$ cat config.mk
export PLATFORM = sky130hd
export DESIGN_NAME = serial_pack_fifo
export DESIGN_NICKNAME = d
export VERILOG_FILES = /design/src/rtl/serial_pack_fifo.sv
export SDC_FILE = /design/constraint.sdc
export NUM_CORES = 1
export LEC_CHECK = 0
export ABC_CLOCK_PERIOD_IN_PS = 5600
export CAP_MARGIN = 10
export CORE_ASPECT_RATIO = 0.5
export CORE_MARGIN = 3
export CORE_UTILIZATION = 25
export CTS_CLUSTER_DIAMETER = 200
export DETAILED_ROUTE_END_ITERATION = 10
export GPL_ROUTABILITY_DRIVEN = 0
export PLACE_DENSITY = 0.44
export SYNTH_ARGS = -nofsm -noshare
export SYNTH_HDL_FRONTEND = slang
export SYNTH_SLANG_ARGS = --single-unit
$ cat constraint.sdc
create_clock -name inClock -period 5.6 [get_ports inClock]
set_clock_uncertainty 0.15 [all_clocks]
set_input_delay 1.12 -clock inClock [delete_from_list [all_inputs] [get_ports inClock]]
set_output_delay 1.12 -clock inClock [all_outputs]
set_load 0.01 [all_outputs]
$ cat src/rtl/serial_pack_fifo.sv
// serial_pack_fifo: packs a 1-bit serial stream into DATA_WIDTH-bit words
// and queues completed words in a 2^ADDR_WIDTH-deep FIFO.
//
// Ports:
//   inClock        rising-edge clock
//   inReset        asynchronous active-low reset
//   inWriteEnable  sample inData this cycle
//   inData         serial data bit
//   inReadEnable   pop one word into outData
//   inFlush        synchronous clear of FIFO and packer (dominates)
//   outData        last popped word
//   outWordCount   stored words, 0..2^ADDR_WIDTH
//   outBitCount    bits held in the packer, 0..DATA_WIDTH-1
//   outFull/outEmpty/outAlmostFull/outAlmostEmpty  occupancy flags
//   outDone        one-cycle pulse after a word commit
//   outWriteError  one-cycle pulse after a rejected completing bit
//   outReadError   one-cycle pulse after a read on empty
module serial_pack_fifo #(
   parameter int unsigned DATA_WIDTH         = 4,
   parameter int unsigned ADDR_WIDTH         = 2,
   parameter int unsigned ALMOST_FULL_LEVEL  = 3,
   parameter int unsigned ALMOST_EMPTY_LEVEL = 1,
   parameter int unsigned MSB_FIRST          = 1
) (
   input  logic                          inClock,
   input  logic                          inReset,
   input  logic                          inWriteEnable,
   input  logic                          inData,
   input  logic                          inReadEnable,
   input  logic                          inFlush,
   output logic [DATA_WIDTH-1:0]         outData,
   output logic [ADDR_WIDTH:0]           outWordCount,
   output logic [$clog2(DATA_WIDTH)-1:0] outBitCount,
   output logic                          outFull,
   output logic                          outEmpty,
   output logic                          outAlmostFull,
   output logic                          outAlmostEmpty,
   output logic                          outDone,
   output logic                          outWriteError,
   output logic                          outReadError
);

   localparam int unsigned BCW   = $clog2(DATA_WIDTH);
   localparam int unsigned CW    = ADDR_WIDTH + 1;
   localparam int unsigned DEPTH = 1 << ADDR_WIDTH;

   logic [ADDR_WIDTH-1:0] wr_ptr_q, wr_ptr_d;
   logic [ADDR_WIDTH-1:0] rd_ptr_q, rd_ptr_d;
   logic [CW-1:0]         count_q, count_d;
   logic [DATA_WIDTH-1:0] pack_q, pack_d;
   logic [BCW-1:0]        bit_cnt_q, bit_cnt_d;
   logic [DATA_WIDTH-1:0] data_q, data_d;
   logic                  full_q, full_d;
   logic                  empty_q, empty_d;
   logic                  afull_q, afull_d;
   logic                  aempty_q, aempty_d;
   logic                  done_q, done_d;
   logic                  werr_q, werr_d;
   logic                  rerr_q, rerr_d;

   logic [DATA_WIDTH-1:0] mem_q [DEPTH];

   logic                  pop_c;
   logic                  last_bit_c;
   logic                  commit_c;
   logic                  mem_we_c;
   logic [BCW-1:0]        pos_c;
   logic [DATA_WIDTH-1:0] word_c;

   // Packer insertion point and accept/commit decisions
   always_comb begin
      pop_c      = inReadEnable && !empty_q;
      last_bit_c = (bit_cnt_q == BCW'(DATA_WIDTH - 1));
      // Only the completing bit needs room; a same-cycle pop frees a slot
      commit_c   = inWriteEnable && last_bit_c && (!full_q || pop_c);
      mem_we_c   = commit_c && !inFlush;
      pos_c      = (MSB_FIRST != 0) ? (BCW'(DATA_WIDTH - 1) - bit_cnt_q) : bit_cnt_q;
      word_c        = pack_q;
      word_c[pos_c] = inData;
   end

   // Next-state for pointers, count, packer, read data and strobes
   always_comb begin
      wr_ptr_d  = wr_ptr_q;
      rd_ptr_d  = rd_ptr_q;
      count_d   = count_q;
      pack_d    = pack_q;
      bit_cnt_d = bit_cnt_q;
      data_d    = data_q;
      done_d    = 1'b0;
      werr_d    = 1'b0;
      rerr_d    = 1'b0;

      if (inFlush) begin
         wr_ptr_d  = '0;
         rd_ptr_d  = '0;
         count_d   = '0;
         pack_d    = '0;
         bit_cnt_d = '0;
      end else begin
         if (inWriteEnable) begin
            if (!last_bit_c) begin
               pack_d    = word_c;
               bit_cnt_d = bit_cnt_q + BCW'(1);
            end else if (commit_c) begin
               pack_d    = '0;
               bit_cnt_d = '0;
               wr_ptr_d  = wr_ptr_q + ADDR_WIDTH'(1);
               done_d    = 1'b1;
            end else begin
               werr_d = 1'b1;
            end
         end
         if (inReadEnable) begin
            if (pop_c) begin
               data_d   = mem_q[rd_ptr_q];
               rd_ptr_d = rd_ptr_q + ADDR_WIDTH'(1);
            end else begin
               rerr_d = 1'b1;
            end
         end
         count_d = count_q + CW'(commit_c) - CW'(pop_c);
      end

      full_d   = (count_d == CW'(DEPTH));
      empty_d  = (count_d == '0);
      afull_d  = (32'(count_d) >= ALMOST_FULL_LEVEL);
      aempty_d = (32'(count_d) <= ALMOST_EMPTY_LEVEL);
   end

   // State registers
   always_ff @(posedge inClock or negedge inReset) begin
      if (!inReset) begin
         wr_ptr_q  <= '0;
         rd_ptr_q  <= '0;
         count_q   <= '0;
         pack_q    <= '0;
         bit_cnt_q <= '0;
         data_q    <= '0;
         full_q    <= 1'b0;
         empty_q   <= 1'b1;
         afull_q   <= 1'b0;
         aempty_q  <= 1'b1; // occupancy 0 never exceeds an unsigned level
         done_q    <= 1'b0;
         werr_q    <= 1'b0;
         rerr_q    <= 1'b0;
      end else begin
         wr_ptr_q  <= wr_ptr_d;
         rd_ptr_q  <= rd_ptr_d;
         count_q   <= count_d;
         pack_q    <= pack_d;
         bit_cnt_q <= bit_cnt_d;
         data_q    <= data_d;
         full_q    <= full_d;
         empty_q   <= empty_d;
         afull_q   <= afull_d;
         aempty_q  <= aempty_d;
         done_q    <= done_d;
         werr_q    <= werr_d;
         rerr_q    <= rerr_d;
      end
   end

   // Word storage; contents are don't-care until written, so no reset
   always_ff @(posedge inClock) begin
      if (mem_we_c) begin
         mem_q[wr_ptr_q] <= word_c;
      end
   end

   assign outData        = data_q;
   assign outWordCount   = count_q;
   assign outBitCount    = bit_cnt_q;
   assign outFull        = full_q;
   assign outEmpty       = empty_q;
   assign outAlmostFull  = afull_q;
   assign outAlmostEmpty = aempty_q;
   assign outDone        = done_q;
   assign outWriteError  = werr_q;
   assign outReadError   = rerr_q;

endmodule

==> metrics.md, run 1 <==
| Metric | Value |
|---|---|
| Die H | `65.5 microns` |
| # H-tree levels | `2` |
| Via density | `4.15` |
| Clk slew on worst S/H paths | `0.06 ns` |
| CTS resizes | `0` |
| Max-Slew Margin vs Limit | `0.603` |
| Final worst setup slack | `2.05 ns` |
| Max Fclk | `282 MHz` |
| Pwr Total | `0.949 mW` |
| Worst Path Arrival | `3.57 ns` |
| Peak per-stage delay on the critical path | `0.56 ns` |
| Worst Hold Class | `flip-flop to flip-flop` |
| Flops & latches, synth | `40` |
| Via count | `991` |
| Clock Sinks | `40` |
| Initial Utilization | `0.274` |
| Final Cycle Share | `0.633` |
| Crit path capture type | `flip-flop` |
| Switching Share | `0.259` |
| Cell area power density | `421 nW/um^2` |
| Hold Vio Cnt, Final | `0` |
| Post-CTS Setup Bufs | `0` |
| Largest family of logic cells by synthesized area | `multiplexers` |
| Synth Area in Adders | `0.0820` |
| Max-cap violations | `0` |
| Layout cell share with drive strength beyond 1 | `0.172` |
| Simple-gate share of the synthesized area | `0.0827` |
| Area Growth Syn to Fin | `27.3%` |
| Slowest stage cell, crit path | `clkdlybuf4s50_1` |
| Mapped Nets | `140` |
| Nets | `167` |
| RSZ-0062 raised after global routing | `no` |
| DR iter-0 viols | `45` |
| Pin count of the biggest net entering global routing | `25` |
| CTS max path bufs | `2` |
| Leakage | `0.922 nW` |
| Syn_area_per_cell | `14.4 sq um` |
| FP Rows | `20` |
| Status | `completed` |
| Number of global-route vias before repair | `1133` |
| Die area | `8180 sq um` |
| TritonCTS clock tree | `done` |
| Final Max Slew Viols | `0` |
| Post-synthesis mux area share | `0.120` |
| Logic gate share of total power | `0.249` |
| DR WL/cell | `13.8 microns` |
| Min cycle time layout | `3.55 ns` |
| Final wirelength | `3290 microns` |
| Pre-CTS WS | `1.77 ns` |
| CP max FO | `5` |
| Internal | `0.703 mW` |
| Clock latency on the worst-skew pair | `0.28 ns` |
| Clk root buf | `clkbuf_16` |
| Final core occ | `0.349` |
| Ys Warns | `0` |
| Worst Path Class, Setup | `primary input to flip-flop` |
| Peak VDD IR | `0.000189 V` |
| Grt ovf | `0` |
| Worst path most repeated cell | `inv_1` |
| DRC Markers | `0` |
| Clock power share | `0.342` |
| Post-synthesis cell count | `123` |
| Post-DRT Antenna Nets | `0` |
| Post-Synth XOR/XNOR Area | `0.0226` |
| PortBufs | `21` |
| Fillers | `646` |
| Core area | `6460 sq um` |
| Drt pass-1 iters | `4` |
| Setup TNS | `0 ns` |
| CP Launch Type | `primary input` |
| Sw power | `0.246 mW` |
| Synth cell types | `30` |
| Worst path required time | `5.62 ns` |
| First-pass GRT wire length | `5600 microns` |
| Die W | `125 microns` |
| Sequential Power Share | `0.409` |
| DPL Wire Length | `2390 microns` |
| Io pins | `22` |
| Compound-Gate Fraction of Synth Area | `0.0453` |
| WP buf/inv | `4` |
| Initial antenna violation count | `0` |
| CTS Hold Bufs | `0` |
| Cell Area, Synth | `1770 sq um` |
| Critical path cell sequence | `clkdlybuf4s50_1 -> nand2b_4 -> a21oi_1 -> inv_1 -> ha_1 -> inv_1 -> ha_1 -> inv_1 -> fa_1 -> xnor3_1 -> nor2_1 -> a21o_1` |
| CTS buffer count | `5` |
| Antenna cell count | `0` |
| Least-Margin Pin Slew | `0.594 ns` |
| Post-synthesis sequential area ratio | `0.612` |
| Setup-failing EPs final | `0` |
| All-Layer GR Usage | `0.0899` |
| Critical path's top delay family | `adder cells` |
Yosys cell counts:
master / count / area, sq um
dfrtp_1: 22 / 551
edfxtp_1: 16 / 480
inv_1: 12 / 45.0
nor2_1: 12 / 45.0
ha_1: 10 / 125
mux2_2: 10 / 113
nand2_1: 5 / 18.8
and2_1: 4 / 25.0
mux4_2: 4 / 90.1
a21oi_1: 3 / 15.0
a32o_1: 3 / 30.0
dfstp_2: 2 / 52.6
nand3b_1: 2 / 15.0
nor3_1: 2 / 10.0
a21o_1: 1 / 7.51
a31oi_1: 1 / 6.26
and3_1: 1 / 6.26
buf_2: 1 / 5.00
buf_6: 1 / 11.3
fa_1: 1 / 20.0
mux2i_1: 1 / 10.0
nand2b_4: 1 / 13.8
nand3_1: 1 / 5.00
nor3b_1: 1 / 7.51
o2111ai_1: 1 / 8.76
o21ai_0: 1 / 5.00
o31ai_1: 1 / 7.51
xnor2_1: 1 / 8.76
xnor3_1: 1 / 22.5
xor2_1: 1 / 8.76
stage by stage:
stage	cell area (sq um)	hold slack, ns	std cells
after floorplan	1770	0.339	123
after global placement	2080	0.349	231
after detailed placement	2080	0.347	231
after CTS	2250	0.361	239
after global routing	2250	0.375	239
final	2250	0.356	239
worst reg2reg max path, delay by kind of cell, from the launching register on:
family                     cells  cell delay (ns)
AOI/OAI and AO/OA              2             0.50
xor gates and xnor gates       1             0.24
DFF                            1             0.41
adders and majority gates      4             1.05
buffers and inverters          3             0.19
and+or+nand+nor                2             0.17
placed cells by master (no fill, tap or decap), types with 2 or more instances in the layout:
master,instances
dfrtp_1,22
clkdlybuf4s50_1,21
edfxtp_1,16
inv_1,12
nor2_1,12
mux2_2,10
ha_1,10
nand2_1,5
clkbuf_16,5
and2_1,4
mux4_2,4
a21oi_1,3
a32o_1,3
nand3b_1,2
nor3_1,2
dfstp_2,2
kinds of logic after synthesis:
family | after synthesis
compound gates | 11
xor+xnor | 3
fa+ha+maj | 11
buf+inv | 14
flops | 40
mux | 15
simple gates | 29
registers in the layout, summed over array words and instances (netlist names):
signal / count
mem_q: 16
outData: 4
pack_q: 4
outWordCount: 3
outBitCount: 2
rd_ptr_q: 2
wr_ptr_q: 2
outAlmostEmpty: 1
outAlmostFull: 1
outDone: 1
outEmpty: 1
outFull: 1
outReadError: 1
outWriteError: 1
metal layers:
metal,global-route usage,vias up,wire length (microns)
met3,0.0292,2,138
met4,0.0324,0,30
met5,0,-,0
met2,0.146,17,1440
li1,-,487,-
met1,0.114,485,1680
power groups by stage:
stage | Combinational, mW | Clock (mW) | Sequential [mW]
2_1_floorplan | 0.125 | 0 | 0.401
3_3_place_gp | 0.237 | 0 | 0.395
3_5_place_dp | 0.237 | 0 | 0.397
4_1_cts | 0.238 | 0.331 | 0.391
5_1_grt | 0.260 | 0.349 | 0.399
6_report | 0.236 | 0.324 | 0.388
final cells by class:
type / instances / area, sq um / share of cell area
Clock buffer: 5 / 125 / 0.0556
Clock inverter: 3 / 46.3 / 0.0206
Tap cell: 88 / 110 / 0.0489
Sequential cell: 40 / 1080 / 0.481
Multi-Input combinational cell: 69 / 624 / 0.277
Inverter: 12 / 45.0 / 0.0200
Timing Repair Buffer: 22 / 218 / 0.0967
path summary, 6_finish.rpt:
kind,end,cells after the start,slack (ns),startpoint
max in group asynchronous,outAlmostEmpty$_DFF_PN1_,2,3.95,inReset
max reg2reg,outAlmostFull$_DFF_PN0_,12,2.80,outBitCount[0]$_DFFE_PN0P_
min reg2reg,outData[0]$_DFFE_PN0P_,1,0.36,outData[0]$_DFFE_PN0P_
min,outData[0]$_DFFE_PN0P_,1,0.36,outData[0]$_DFFE_PN0P_
max,outAlmostFull$_DFF_PN0_,12,2.05,inReadEnable
min in group asynchronous,rd_ptr_q[0]$_DFFE_PN0P_,2,1.06,inReset
No activity file was read; power rests on OpenSTA's default activity.
==> run 2, diff against run 1 <==
ABC_CLOCK_PERIOD_IN_PS = 3500   (was 5600)
clock period = 3.5 ns   (was 5.6 ns; I/O delays follow)
==> run 2 against run 1 <==
Effect of this change: total power up 51%; largest power group unchanged; register-to-register slack worse by 1.9 ns; sequential share of layout area increased by 0.27 points; sequential power increased by 61%; highest routed layer unchanged; critical path depth stayed put; clock-buffer cell count unchanged; sequential cell count unchanged; clock power is 34% higher; utilization decreased by 0.19 points; first-iteration DRC count down 22%; non-clock buffer count grew 2.
==> metrics.md, run 2 (synthesis results as in run 1) <==
| Metric | Value |
|---|---|
| Status | `completed` |
| Crit path capture type | `flip-flop` |
| Max-Slew Margin vs Limit | `0.753` |
| Least-Margin Pin Slew | `0.368 ns` |
| Pre-CTS WS | `0.278 ns` |
| Design area | `2240 sq um` |
| TritonCTS clock tree | `done` |
| Peak VDD IR | `0.000334 V` |
| First-pass GRT wire length | `5620 microns` |
| Post-DRT Antenna Nets | `0` |
| Setup TNS | `0 ns` |
| FP Rows | `20` |
| Most frequent cells in the layout | `22 x dfrtp_1, 21 x clkdlybuf4s50_1, 16 x edfxtp_1` |
| Post-DP Area | `2100 sq um` |
| Clk slew on worst S/H paths | `0.06 ns` |
| Hold Vio Cnt, Final | `0` |
| CP Launch Type | `primary input` |
| # H-tree levels | `2` |
| CTS Hold Bufs | `0` |
| WP buf/inv | `4` |
| Final Cycle Share | `0.845` |
| Pin count of the biggest net entering global routing | `25` |
| Critical path's top delay family | `adder cells` |
| DR iter-0 viols | `35` |
| CTS resizes | `0` |
| Worst path most repeated cell | `inv_1` |
| Nets | `169` |
| Die W | `125 microns` |
| Cell area power density | `641 nW/um^2` |
| Inst Count DP | `233` |
| Layout cell share with drive strength beyond 1 | `0.176` |
| Commonest non-fill, non-tap cell in the layout | `dfrtp_1` |
| Post-Layout Cell Count | `241` |
| Worst path required time | `3.57 ns` |
| Worst Hold Class | `flip-flop to flip-flop` |
| Max-cap violations | `0` |
| Die area | `8180 sq um` |
| Peak per-stage delay on the critical path | `0.57 ns` |
| Initial antenna violation count | `0` |
| Area Growth Syn to Fin | `26.6%` |
| Io pins | `22` |
| Grt ovf | `0` |
| CP max FO | `5` |
| Worst Path Class, Setup | `primary input to flip-flop` |
| DR WL/cell | `13.7 microns` |
| Clock Sinks | `40` |
| Clock latency on the worst-skew pair | `0.28 ns` |
| Core area | `6460 sq um` |
| Critical path cell sequence | `clkdlybuf4s50_1 -> nand2b_4 -> a21oi_1 -> inv_1 -> ha_1 -> inv_1 -> ha_1 -> inv_1 -> fa_1 -> xnor3_1 -> nor2_1 -> a21o_1` |
| DPL Wire Length | `2500 microns` |
| Leakage | `0.916 nW` |
| Pwr Total | `1.44 mW` |
| Slowest stage cell, crit path | `clkdlybuf4s50_1` |
| RSZ-0062 raised after global routing | `no` |
| Drt pass-1 iters | `4` |
| Post-CTS Setup Bufs | `0` |
| Final core occ | `0.347` |
| CTS buffer count | `5` |
| Final hold slack | `0.364 ns` |
| PortBufs | `21` |
| Setup-failing EPs final | `0` |
| Final worst setup slack | `0.541 ns` |
| All-Layer GR Usage | `0.0904` |
| Final Max Slew Viols | `0` |
| Via density | `4.20` |
| Clk root buf | `clkbuf_16` |
| DRC Markers | `0` |
| Min cycle time layout | `2.96 ns` |
| Initial Utilization | `0.274` |
| CTS max path bufs | `2` |
| Die H | `65.5 microns` |
| Worst Path Arrival | `3.03 ns` |
| Final wirelength | `3310 microns` |
| Number of global-route vias before repair | `1066` |
| Max FFs per register | `16` |
| Largest reg by FF count | `mem_q` |
| Antenna cell count | `0` |
| Max Fclk | `338 MHz` |
| Via count | `1012` |
run 2: power breakdown:
group | total [mW] | internal (mW) | switching (mW)
Sequential | 0.623 | 0.565 | 0.0576
Combinational | 0.378 | 0.221 | 0.156
Clock | 0.435 | 0.261 | 0.174
run 2: path summary, 6_finish.rpt:
path	end	startpoint	slack, ns	depth (start not counted)
min in group asynchronous	outBitCount[1]$_DFFE_PN0P_	inReset	0.64	2
min reg2reg	outData[0]$_DFFE_PN0P_	outData[0]$_DFFE_PN0P_	0.36	1
max in group asynchronous	outAlmostEmpty$_DFF_PN1_	inReset	2.27	2
max reg2reg	outAlmostFull$_DFF_PN0_	outBitCount[0]$_DFFE_PN0P_	0.86	12
max	outAlmostFull$_DFF_PN0_	inReadEnable	0.54	12
min	outData[0]$_DFFE_PN0P_	outData[0]$_DFFE_PN0P_	0.36	1
run 2: worst register-to-register path, cell delays in order, from the launching register on:
cell,delay [ns]
dfrtp_1,0.42
ha_1,0.29
nand2_1,0.08
a21oi_1,0.16
inv_1,0.06
ha_1,0.27
inv_1,0.06
ha_1,0.13
inv_1,0.04
fa_1,0.38
xnor3_1,0.21
nor2_1,0.22
a21o_1,0.11
run 2: layout make-up:
| class | instances | area [sq um] |
|---|---|---|
| well taps | 88 | 110 |
| fillers | 648 | 4220 |
| inverters | 12 | 45.0 |
| flip-flops and latches | 40 | 1080 |
| clock inverters | 3 | 18.8 |
| multi-input cells | 69 | 624 |
| repair buffers | 24 | 233 |
| clock buffers | 5 | 125 |
run 2: layer usage:
| metal | GRT usage | wire (microns) | vias to the layer above |
|---|---|---|---|
| met3 | 0.0300 | 115 | 6 |
| met2 | 0.131 | 1340 | 15 |
| met5 | 0 | 0 | - |
| met1 | 0.123 | 1790 | 500 |
| met4 | 0.0405 | 62 | 0 |
| li1 | - | - | 491 |
==> run 3, diff against run 2 <==
ABC_CLOCK_PERIOD_IN_PS = 2800   (was 3500)
clock period = 2.8 ns   (was 3.5 ns; I/O delays follow)
==> run 3 against run 2 <==
Effect of this change: first-iteration DRC count is 8.6% lower; worst setup slack worse by 0.39 ns; clock power is 48% higher; highest routed layer unchanged.
==> metrics.md, run 3 (synthesis results as in run 1) <==
| Metric | Value |
|---|---|
| Status | `completed` |
| Largest reg by FF count | `mem_q` |
| Hold Vio Cnt, Final | `0` |
| Initial Utilization | `0.274` |
| Clock Sinks | `40` |
| Hold Path Origin | `outData[1]$_DFFE_PN0P_` |
| Pin count of the biggest net entering global routing | `15` |
| Design area | `2310 sq um` |
| Nets | `174` |
| DR WL/cell | `14.0 microns` |
| DRC Markers | `0` |
| R2r worst-path depth | `12` |
| Worst path required time | `2.82 ns` |
| Die area | `8180 sq um` |
| Final Max Slew Viols | `0` |
| Fillers | `649` |
| CTS buffer count | `5` |
| Worst Path Class, Setup | `primary input to flip-flop` |
| Max-cap violations | `0` |
| Peak VDD IR | `0.000261 V` |
| Commonest non-fill, non-tap cell in the layout | `dfrtp_1` |
| Drt pass-1 iters | `4` |
| FF/Latch Area | `1080 sq um` |
| Final hold slack | `0.357 ns` |
| Hold Path Depth | `1` |
| PortBufs | `21` |
| Slowest stage cell, crit path | `clkdlybuf4s50_1` |
| Most frequent cells in the layout | `22 x dfrtp_1, 21 x clkdlybuf4s50_1, 16 x edfxtp_1` |
| Worst Hold Class | `flip-flop to flip-flop` |
| Clock latency on the worst-skew pair | `0.28 ns` |
| # H-tree levels | `2` |
| DPL Wire Length | `2540 microns` |
| Worst Path Arrival | `2.67 ns` |
| Multi-input logic area | `631 sq um` |
| RR Endpoint | `outAlmostFull$_DFF_PN0_` |
| RSZ-0062 raised after global routing | `no` |
| Worst path most repeated cell | `inv_1` |
| Number of global-route vias before repair | `1076` |
| Initial antenna violation count | `0` |
| Max-Slew Margin vs Limit | `0.674` |
| Hold endpoint | `outData[1]$_DFFE_PN0P_` |
| Io pins | `22` |
| Critical path cell sequence | `clkdlybuf4s50_1 -> nand2b_4 -> a21oi_2 -> inv_1 -> ha_1 -> inv_1 -> ha_1 -> inv_1 -> fa_1 -> xnor3_1 -> nor2_2 -> a21o_1` |
| CP max FO | `4` |
| Area Growth Syn to Fin | `30.4%` |
| Least-Margin Pin Slew | `0.488 ns` |
| Die W | `125 microns` |
| Peak per-stage delay on the critical path | `0.53 ns` |
| Max Fclk | `377 MHz` |
| Final wirelength | `3440 microns` |
| Clk root buf | `clkbuf_16` |
| Post-DRT Antenna Nets | `0` |
| Die H | `65.5 microns` |
| Post-CTS Setup Bufs | `0` |
| Post-DP Area | `2130 sq um` |
| Setup TNS | `0 ns` |
| Layout cell share with drive strength beyond 1 | `0.215` |
| Setup-failing EPs final | `0` |
| TritonCTS clock tree | `done` |
| Via count | `1019` |
| First-pass GRT wire length | `5760 microns` |
| Leakage | `0.958 nW` |
| Via density | `4.14` |
| FF-to-FF setup slack | `0.34 ns` |
| Final Cycle Share | `0.947` |
| Pwr Total | `1.91 mW` |
| FP Rows | `20` |
| DR iter-0 viols | `32` |
| Antenna cell count | `0` |
| CTS max path bufs | `2` |
| Crit path capture type | `flip-flop` |
| Max FFs per register | `16` |
| Cell area power density | `829 nW/um^2` |
| All-Layer GR Usage | `0.0943` |
| Min cycle time layout | `2.65 ns` |
| Clk slew on worst S/H paths | `0.06 ns` |
| CP Launch Type | `primary input` |
| Core area | `6460 sq um` |
| RR Startpoint | `outBitCount[0]$_DFFE_PN0P_` |
| Grt ovf | `0` |
[run 3: area by class of cell]
| class | count | area share |
|---|---|---|
| clock buffer | 5 | 0.0542 |
| clock inverter | 3 | 0.0184 |
| inverter | 12 | 0.0195 |
| multi-input combinational | 69 | 0.273 |
| sequential | 40 | 0.470 |
| tap | 88 | 0.0477 |
| timing repair buffer | 29 | 0.117 |
[run 3: metal layers]
| metal | global-route usage | routed length, microns | part of all wire |
|---|---|---|---|
| met5 | 0 | 0 | 0 |
| met1 | 0.129 | 1780 | 0.52 |
| met4 | 0.0486 | 76 | 0.022 |
| met2 | 0.133 | 1430 | 0.42 |
| met3 | 0.0308 | 153 | 0.044 |
[run 3: report_power, final]
group	switching, mW	leakage [nW]	total, mW	internal [mW]
clock	0.224	0.0814	0.642	0.418
sequential	0.0723	0.457	0.779	0.706
combinational	0.201	0.419	0.492	0.290
[run 3: worst max path at each step]
stage,startpoint,end,slack (ns)
floorplan,outBitCount[0]$_DFFE_PN0P_,outAlmostFull$_DFF_PN0_,0.19
global placement,inReadEnable,outAlmostFull$_DFF_PN0_,-0.16
detailed placement,inReadEnable,outAlmostFull$_DFF_PN0_,-0.22
CTS,inReadEnable,outAlmostFull$_DFF_PN0_,0.07
global route,inReadEnable,outAlmostFull$_DFF_PN0_,0.02
finish,inReadEnable,outAlmostFull$_DFF_PN0_,0.15
[run 3: through the flow]
| stage | setup slack (ns) | utilization | std cells |
|---|---|---|---|
| floorplan | 0.189 | - | 123 |
| global placement | -0.159 | 0.330 | 238 |
| detailed placement | -0.218 | 0.330 | 238 |
| CTS | 0.0749 | 0.356 | 246 |
| global route | 0.0233 | 0.357 | 246 |
| finish | 0.149 | 0.357 | 246 |
[run 3: repair_timing]
| action | in CTS | in global routing |
|---|---|---|
| endpoints found under the setup margin | 0 | 5 |
| hold buffers | 0 | 0 |
| gates resized for setup | 0 | 2 |
[run 3: worst max-delay path, delay by kind of cell]
family / cells / cell delay [ns]
fa+ha+maj: 3 / 0.75
buf+inv: 4 / 0.68
simple gates: 2 / 0.13
xor+xnor: 1 / 0.25
compound gates: 2 / 0.30
